## src/rtl/pipe_hazard_ctrl.sv

```systemverilog
// pipe_hazard_ctrl: stall/flush control for the 5-stage pipeline.
// Resolves load-use, EX redirects and MEM ready/ack waits.
module pipe_hazard_ctrl #(
  parameter int MEM_TIMEOUT = 16,
  parameter int CNT_W       = 32
) (
  input  logic             clk_i,
  input  logic             rst_i,
  input  logic [4:0]       id_rs1,
  input  logic [4:0]       id_rs2,
  input  logic             id_rs1_re,
  input  logic             id_rs2_re,
  input  logic [4:0]       ex_wr,
  input  logic             ex_rf_we,
  input  logic             ex_is_load,
  input  logic             ex_redirect,
  input  logic             mem_req,
  input  logic             dram_ack,
  output logic             pc_stall,
  output logic             if_id_stall,
  output logic             if_id_flush,
  output logic             id_ex_flush,
  output logic             ex_mem_stall,
  output logic             mem_wb_bubble,
  output logic             mem_err,
  output logic [CNT_W-1:0] stall_cnt,
  output logic [CNT_W-1:0] flush_cnt
);

  localparam int W = $clog2(MEM_TIMEOUT + 1);
  localparam logic [W-1:0] TO = W'(MEM_TIMEOUT);
  localparam logic [W-1:0] ONE = W'(1);

  typedef enum logic {
    S_RUN,
    S_MEMWAIT
  } state_t;

  state_t       state;
  logic [W-1:0] wait_cnt;

  logic mem_stall;
  logic timeout;
  logic lu_hit;
  logic rs1_hit;
  logic rs2_hit;

  assign rs1_hit = id_rs1_re & (id_rs1 == ex_wr);
  assign rs2_hit = id_rs2_re & (id_rs2 == ex_wr);
  assign lu_hit  = ex_is_load & ex_rf_we
                 & (ex_wr != 5'd0)
                 & (rs1_hit | rs2_hit);

  always_comb begin
    mem_stall = 1'b0;
    timeout   = 1'b0;
    unique case (state)
      S_RUN: mem_stall = mem_req & ~dram_ack;
      S_MEMWAIT: begin
        mem_stall = mem_req & ~dram_ack
                  & (wait_cnt != TO);
        timeout   = mem_req & ~dram_ack
                  & (wait_cnt == TO);
      end
      default: mem_stall = 1'b0;
    endcase
  end

  // EX is frozen during a mem stall, so redirect
  // and load-use are deferred until release.
  always_comb begin
    pc_stall      = 1'b0;
    if_id_stall   = 1'b0;
    if_id_flush   = 1'b0;
    id_ex_flush   = 1'b0;
    ex_mem_stall  = 1'b0;
    mem_wb_bubble = 1'b0;
    unique case (1'b1)
      mem_stall: begin
        pc_stall      = 1'b1;
        if_id_stall   = 1'b1;
        ex_mem_stall  = 1'b1;
        mem_wb_bubble = 1'b1;
      end
      (!mem_stall && ex_redirect): begin
        if_id_flush = 1'b1;
        id_ex_flush = 1'b1;
      end
      (!mem_stall && !ex_redirect && lu_hit): begin
        pc_stall    = 1'b1;
        if_id_stall = 1'b1;
        id_ex_flush = 1'b1;
      end
      default: pc_stall = 1'b0;
    endcase
  end

  assign mem_err = timeout & ~rst_i;

  always_ff @(posedge clk_i) begin
    if (rst_i) begin
      state    <= S_RUN;
      wait_cnt <= '0;
    end else begin
      unique case (state)
        S_RUN: begin
          if (mem_req && !dram_ack) begin
            state    <= S_MEMWAIT;
            wait_cnt <= ONE;
          end
        end
        S_MEMWAIT: begin
          if (dram_ack || !mem_req
              || wait_cnt == TO) begin
            state    <= S_RUN;
            wait_cnt <= '0;
          end else begin
            wait_cnt <= wait_cnt + ONE;
          end
        end
        default: begin
          state    <= S_RUN;
          wait_cnt <= '0;
        end
      endcase
    end
  end

  always_ff @(posedge clk_i) begin
    if (rst_i) begin
      stall_cnt <= '0;
      flush_cnt <= '0;
    end else begin
      if (pc_stall && stall_cnt != '1)
        stall_cnt <= stall_cnt + 1'b1;
      if (if_id_flush && flush_cnt != '1)
        flush_cnt <= flush_cnt + 1'b1;
    end
  end

endmodule
```

## config.mk

```make
export PLATFORM = sky130hd
export DESIGN_NAME = pipe_hazard_ctrl
export DESIGN_NICKNAME = d
export VERILOG_FILES = /design/src/rtl/pipe_hazard_ctrl.sv
export SDC_FILE = /design/constraint.sdc
export NUM_CORES = 1
export LEC_CHECK = 0
export ABC_CLOCK_PERIOD_IN_PS = 2850
export CAP_MARGIN = 25
export CORE_MARGIN = 10
export CORE_UTILIZATION = 40
export DETAILED_ROUTE_END_ITERATION = 8
export HOLD_SLACK_MARGIN = 0.15
export PLACE_DENSITY = 0.65
export SLEW_MARGIN = 20
export SYNTH_ARGS = -nofsm -noshare
export SYNTH_HDL_FRONTEND = slang
export SYNTH_SLANG_ARGS = --single-unit
```

## constraint.sdc

```tcl
create_clock -name clk_i -period 2.85 [get_ports clk_i]
set_clock_uncertainty 0.1 [all_clocks]
set_input_delay 0.4275 -clock clk_i [delete_from_list [all_inputs] [get_ports clk_i]]
set_output_delay 0.4275 -clock clk_i [all_outputs]
set_load 0.1 [all_outputs]
```

# --- Yosys cells after proc, flatten, opt, wreduce, memory -nomap -nowiden ---
# Index checks and enable logic that the tools add are counted.
totals:
  reg_bits: 70
  in_bits: 24
  out_inout_bits: 71
  wordCells: 54
op_classes:
  n_addsub: 3
  eq_ne: 7
  muxes: 12
  bitwise_logic: 13
  n_reduce_logical: 15
op_table:
  columns: ["cell", "count"]
  rows:
  - ["32-bit by 1-bit adder with 32-bit output, second input constant", 2]
  - ["32-bit inequality test, second input constant", 2]
  - ["5-bit == test", 2]
  - ["5-bit two-way mux", 2]
  - ["5-bit one-hot mux with 2 select lines", 1]
  - ["1-bit bitwise AND", 9]
  - ["1-bit two-way mux", 7]
  - ["1-bit logical AND", 6]
  - ["5-bit by 1-bit adder with 5-bit output, second input constant", 1]
  - ["5-bit == test, second input constant", 1]
  - ["5-bit inequality test, second input constant", 1]
  - ["5-bit nonzero test", 1]
  - ["1-bit zero test", 4]
  - ["1-bit one-hot mux with 2 select lines", 2]
  - ["2-bit OR reduction", 2]
  - ["1-bit inverter", 3]
  - ["1-bit logical OR", 2]
  - ["2-bit inequality test, second input constant", 1]
  - ["1-bit OR", 1]

# --- Depth between registers and ports, before layout ---
logic_depth:
  ltp_word: 10
  depth_mapped: 11
  ltp_nobuf: 9

# --- Worst setup path before layout ---
# No wires, ideal clock.
synth_timing:
  path_kind: "register to output"
  startpoint: "register wait_cnt[0]"
  endpoint: "output pc_stall"
  arrival_time_ns: 3.164
  required_ns: 2.322
  path_slack_ns: -0.842
  stages_incl_launch_ff: 11
  path_buffers: 3
  path_cell_list: "dfxtp_1 -> inv_1 -> ha_1 -> nand4bb_1 -> o21ai_2 -> inv_1 -> a21oi_1 -> buf_2 -> buf_2 -> inv_1 -> buf_4"
synth_between:
  elab_chain_cells: 8
synth_lines:
  columns: ["item", "line_no", "source"]
  rows:
  - ["start: declaration", "40", "logic [W-1:0] wait_cnt;"]
  - ["start signal: assignment", "118", "wait_cnt <= wait_cnt + ONE;"]
  - ["5-bit inequality test (*)", "61", "& (wait_cnt != TO);"]
  - ["1-bit bitwise AND (*)", "61", null]
  - ["1-bit one-hot mux with 2 select lines (*)", "57", "unique case (state)"]
  - ["1-bit zero test", "89", "(!mem_stall && !ex_redirect && lu_hit): begin"]
  - ["1-bit logical AND (2 in series)", "89", null]
  - ["2-bit OR reduction (no source line) (*)", null, null]
  - ["1-bit two-way mux (*)", null, null]
  - ["end: declaration", "19", "output logic pc_stall,"]
# Mark *: on every way between the ends. The rest lies on a longest branch, timed or not.

# --- Worst setup path after layout ---
layout_timing:
  startpoint: "register wait_cnt[0]"
  endpoint: "output pc_stall"
layout_between:
  elab_chain_cells: 8
layout_lines:
  columns: ["item", "line_no", "source"]
  rows:
  - ["5-bit inequality test (*)", "61", null]
  - ["1-bit bitwise AND (*)", "61", null]
  - ["1-bit one-hot mux with 2 select lines (*)", "57", null]
  - ["1-bit zero test", "89", null]
  - ["1-bit logical AND (2 in series)", "89", null]
  - ["2-bit OR reduction (no source line) (*)", null, null]
  - ["1-bit two-way mux (*)", "78", "unique case (1'b1)"]
# Marks and branches as above.

==> results.json <==
{
  "drt_wl_total_um": 10700,
  "initial_core_util": 0.405,
  "rsz0062_at_grt": "no",
  "dr.first_iter.drc_count": 160,
  "drive_above_1_share": 0.263,
  "wl_per_cell_um": 16.0,
  "timing.rr.start": "stall_cnt[5]",
  "synth.net_count": 483,
  "required_ns": 2.32,
  "vdd_drop_max_uv": 202,
  "yosys.area.top_type": "dfxtp_1",
  "grt_usage": 0.161,
  "path_cells": "inv_2 > ha_4 > nand4bb_1 > o21ai_4 > clkinvlp_4 > a21oi_4 > buf_12 > clkinvlp_4 > buf_12",
  "worstRegToRegCells": 6,
  "finalMaxSlewViolations": 0,
  "ys_types": 51,
  "root_buffer": "clkbuf_8",
  "viasPerCell": 5.57,
  "critPathTopFamily": "buffers and inverters",
  "holdPathEnd": "stall_cnt[12]",
  "slew_headroom": 0.616,
  "std_cell_rows": 35,
  "synthArstFlopShare": 0,
  "max_freq_mhz": 369,
  "critPathBufInv": 5,
  "setup_slack_ns": 0.138,
  "cts_tree": "done",
  "worstPathArrival_ns": 2.18,
  "first_pass_iters": 4,
  "p_per_area_nw_per_um2": 443,
  "synth.top_cell.area_share": 0.378,
  "syn_area_um2": 3710,
  "busiest_layer": "met2",
  "critical_path_depth": 9,
  "hpwl_um": 7930,
  "gp_congestion": 0.844,
  "finalCriticalPeriod_ns": 2.71,
  "grt_pass1_wl_um": 17700,
  "finalSetupViolations": 0,
  "cts_buffers": 9,
  "min_path_type": "reg2reg",
  "use_met3": 0.0478,
  "synth-edff-count": 0,
  "fin_tns_setup_ns": 0,
  "numPortBuffers": 94,
  "yosys_register_bits": 70,
  "fp.dieArea_um2": 13500,
  "ant_nets": 0,
  "synth_cells": 455,
  "status": "finished clean",
  "fillers": 854,
  "area_growth_pct": 35.7,
  "pre_cts_ws_ns": 0.0284,
  "worstSetupPathType": "reg2out",
  "synth.area.top_cells": "dfxtp_1 38%, xnor2_1 6.6%, nor2_1 5.0%, a21oi_1 4.6%, nand4_1 3.9%",
  "seq_area_frac_synth": 0.378,
  "die_x_um": 116,
  "critPathMaxFanout": 24,
  "max_stage_delay_ns": 0.35,
  "path_clk_slew_ns": 0.09,
  "finalCritPeriodShare": 0.952,
  "r2r-end": "stall_cnt[23]",
  "worst_setup_path_end_kind": "output port",
  "grt_pass1_vias": 3583,
  "register_area_um2": 1430,
  "grt_max_degree": 54,
  "leakagePower_nw": 1.78,
  "cap_violations": 0,
  "grt_use_met2": 0.256,
  "drc": 0,
  "clk_path_buf_depth": 2,
  "insertion_delay_ns": 0.35,
  "die_h_um": 116,
  "grt_use_met1": 0.199,
  "cts_sinks": 70,
  "core_area_um2": 9150,
  "grt-ovfl-total": 0,
  "antenna-diode-count": 0,
  "post-route-util": 0.550,
  "vias": 3729,
  "htree_levels": 3,
  "yosys.cell_count.top_type": "dfxtp_1",
  "grt_antenna_before_repair": 0,
  "critPathSlowestCell": "dfxtp_2",
  "rrSetupSlack_ns": 0.34,
  "io_pins": 95,
  "worst_setup_path_start_kind": "register",
  "hp-start": "stall_cnt[12]",
  "multiInputGateArea_um2": 2190,
  "holdPathStages": 2,
  "yosys-top-cells-count": "70 x dfxtp_1, 49 x nor2_1, 36 x nand2_1",
  "yosys_warnings": 0,
  "syn_area_per_cell_um2": 8.15,
  "final_hold_viol_count": 0,
  "nNetsFinal": 581,
  "tightest_slew_ns": 0.576,
  "synth_top_flop_cell": "dfxtp_1"
}
## power by group
part           internal, W  switching, W  leakage, nW
registers         0.000983    0.00000727        0.575
logic            0.0000868      0.000140         1.08
clock network     0.000608      0.000403        0.120
total              0.00168      0.000551         1.78
## sequential cells by signal, summed over array words and instances (netlist names)
register	cells
flush_cnt	32
state	1
stall_cnt	32
wait_cnt	5
## through the flow
step                      std cells  hold WS [ns]  power (W)  instance area, um^2
final                           669         0.393    0.00223                 5030
after floorplan                 455         0.406    0.00115                 3790
after global routing            669         0.405    0.00232                 5030
after global placement          651         0.375    0.00124                 4760
after CTS                       668         0.393    0.00225                 5020
after detailed placement        651         0.382    0.00124                 4760
## tightest hold or removal path: cells and delay by family, from the launching register on
kind,cells,cell delay [ns]
flops,1,0.34
compound gates,2,0.12
## final cells by class
type                    instances  area share
clock inverters                 5      0.0211
well taps                     111      0.0276
clock buffers                  11      0.0281
multi-input cells             352       0.436
repair buffers                109       0.193
flip-flops and latches         70       0.284
inverters                      11     0.00970
## kinds of logic (layout without fill, tap and decap cells)
| logic type | after synthesis | after routing | synth area share |
|---|---|---|---|
| AOI/OAI and AO/OA | 75 | 75 | 0.122 |
| xor gates and xnor gates | 41 | 41 | 0.0969 |
| adders and majority gates | 4 | 4 | 0.0135 |
| buffers and inverters | 33 | 136 | 0.0391 |
| DFF | 70 | 70 | 0.378 |
| muxes | 4 | 4 | 0.0118 |
| and+or+nand+nor | 228 | 228 | 0.339 |
## how the worst max path moves through the flow
stage	from	endpoint	slack [ns]
after floorplan	wait_cnt[1]	pc_stall	-0.59
after global placement	ex_wr[2]	stall_cnt[22]	0.11
after detailed placement	ex_wr[2]	stall_cnt[22]	0.03
after CTS	wait_cnt[0]	pc_stall	0.13
after global routing	wait_cnt[0]	if_id_stall	0.002
final	wait_cnt[0]	pc_stall	0.14
## repair_timing
item,in CTS,in global routing
buffers inserted,1,0
hold buffers,0,0
setup endpoints to repair,2,0
resized for setup,1,0
## routing by layer
metal	wire length, um	vias up
met5	0	-
met4	195	0
met3	740	16
met2	4980	84
met1	4760	1759
li1	-	1870
## cell usage in the layout (no fill, tap or decap), drive strengths merged, types with 17 or more instances in the layout
master         count
buf               86
dfxtp             70
nor2              49
nand2             36
a21oi             34
xnor2             28
nand3             24
nand4             24
clkdlybuf4s50     22
or4               20
o31ai             18
nor3              17
No activity file was read; power rests on OpenSTA's default activity.
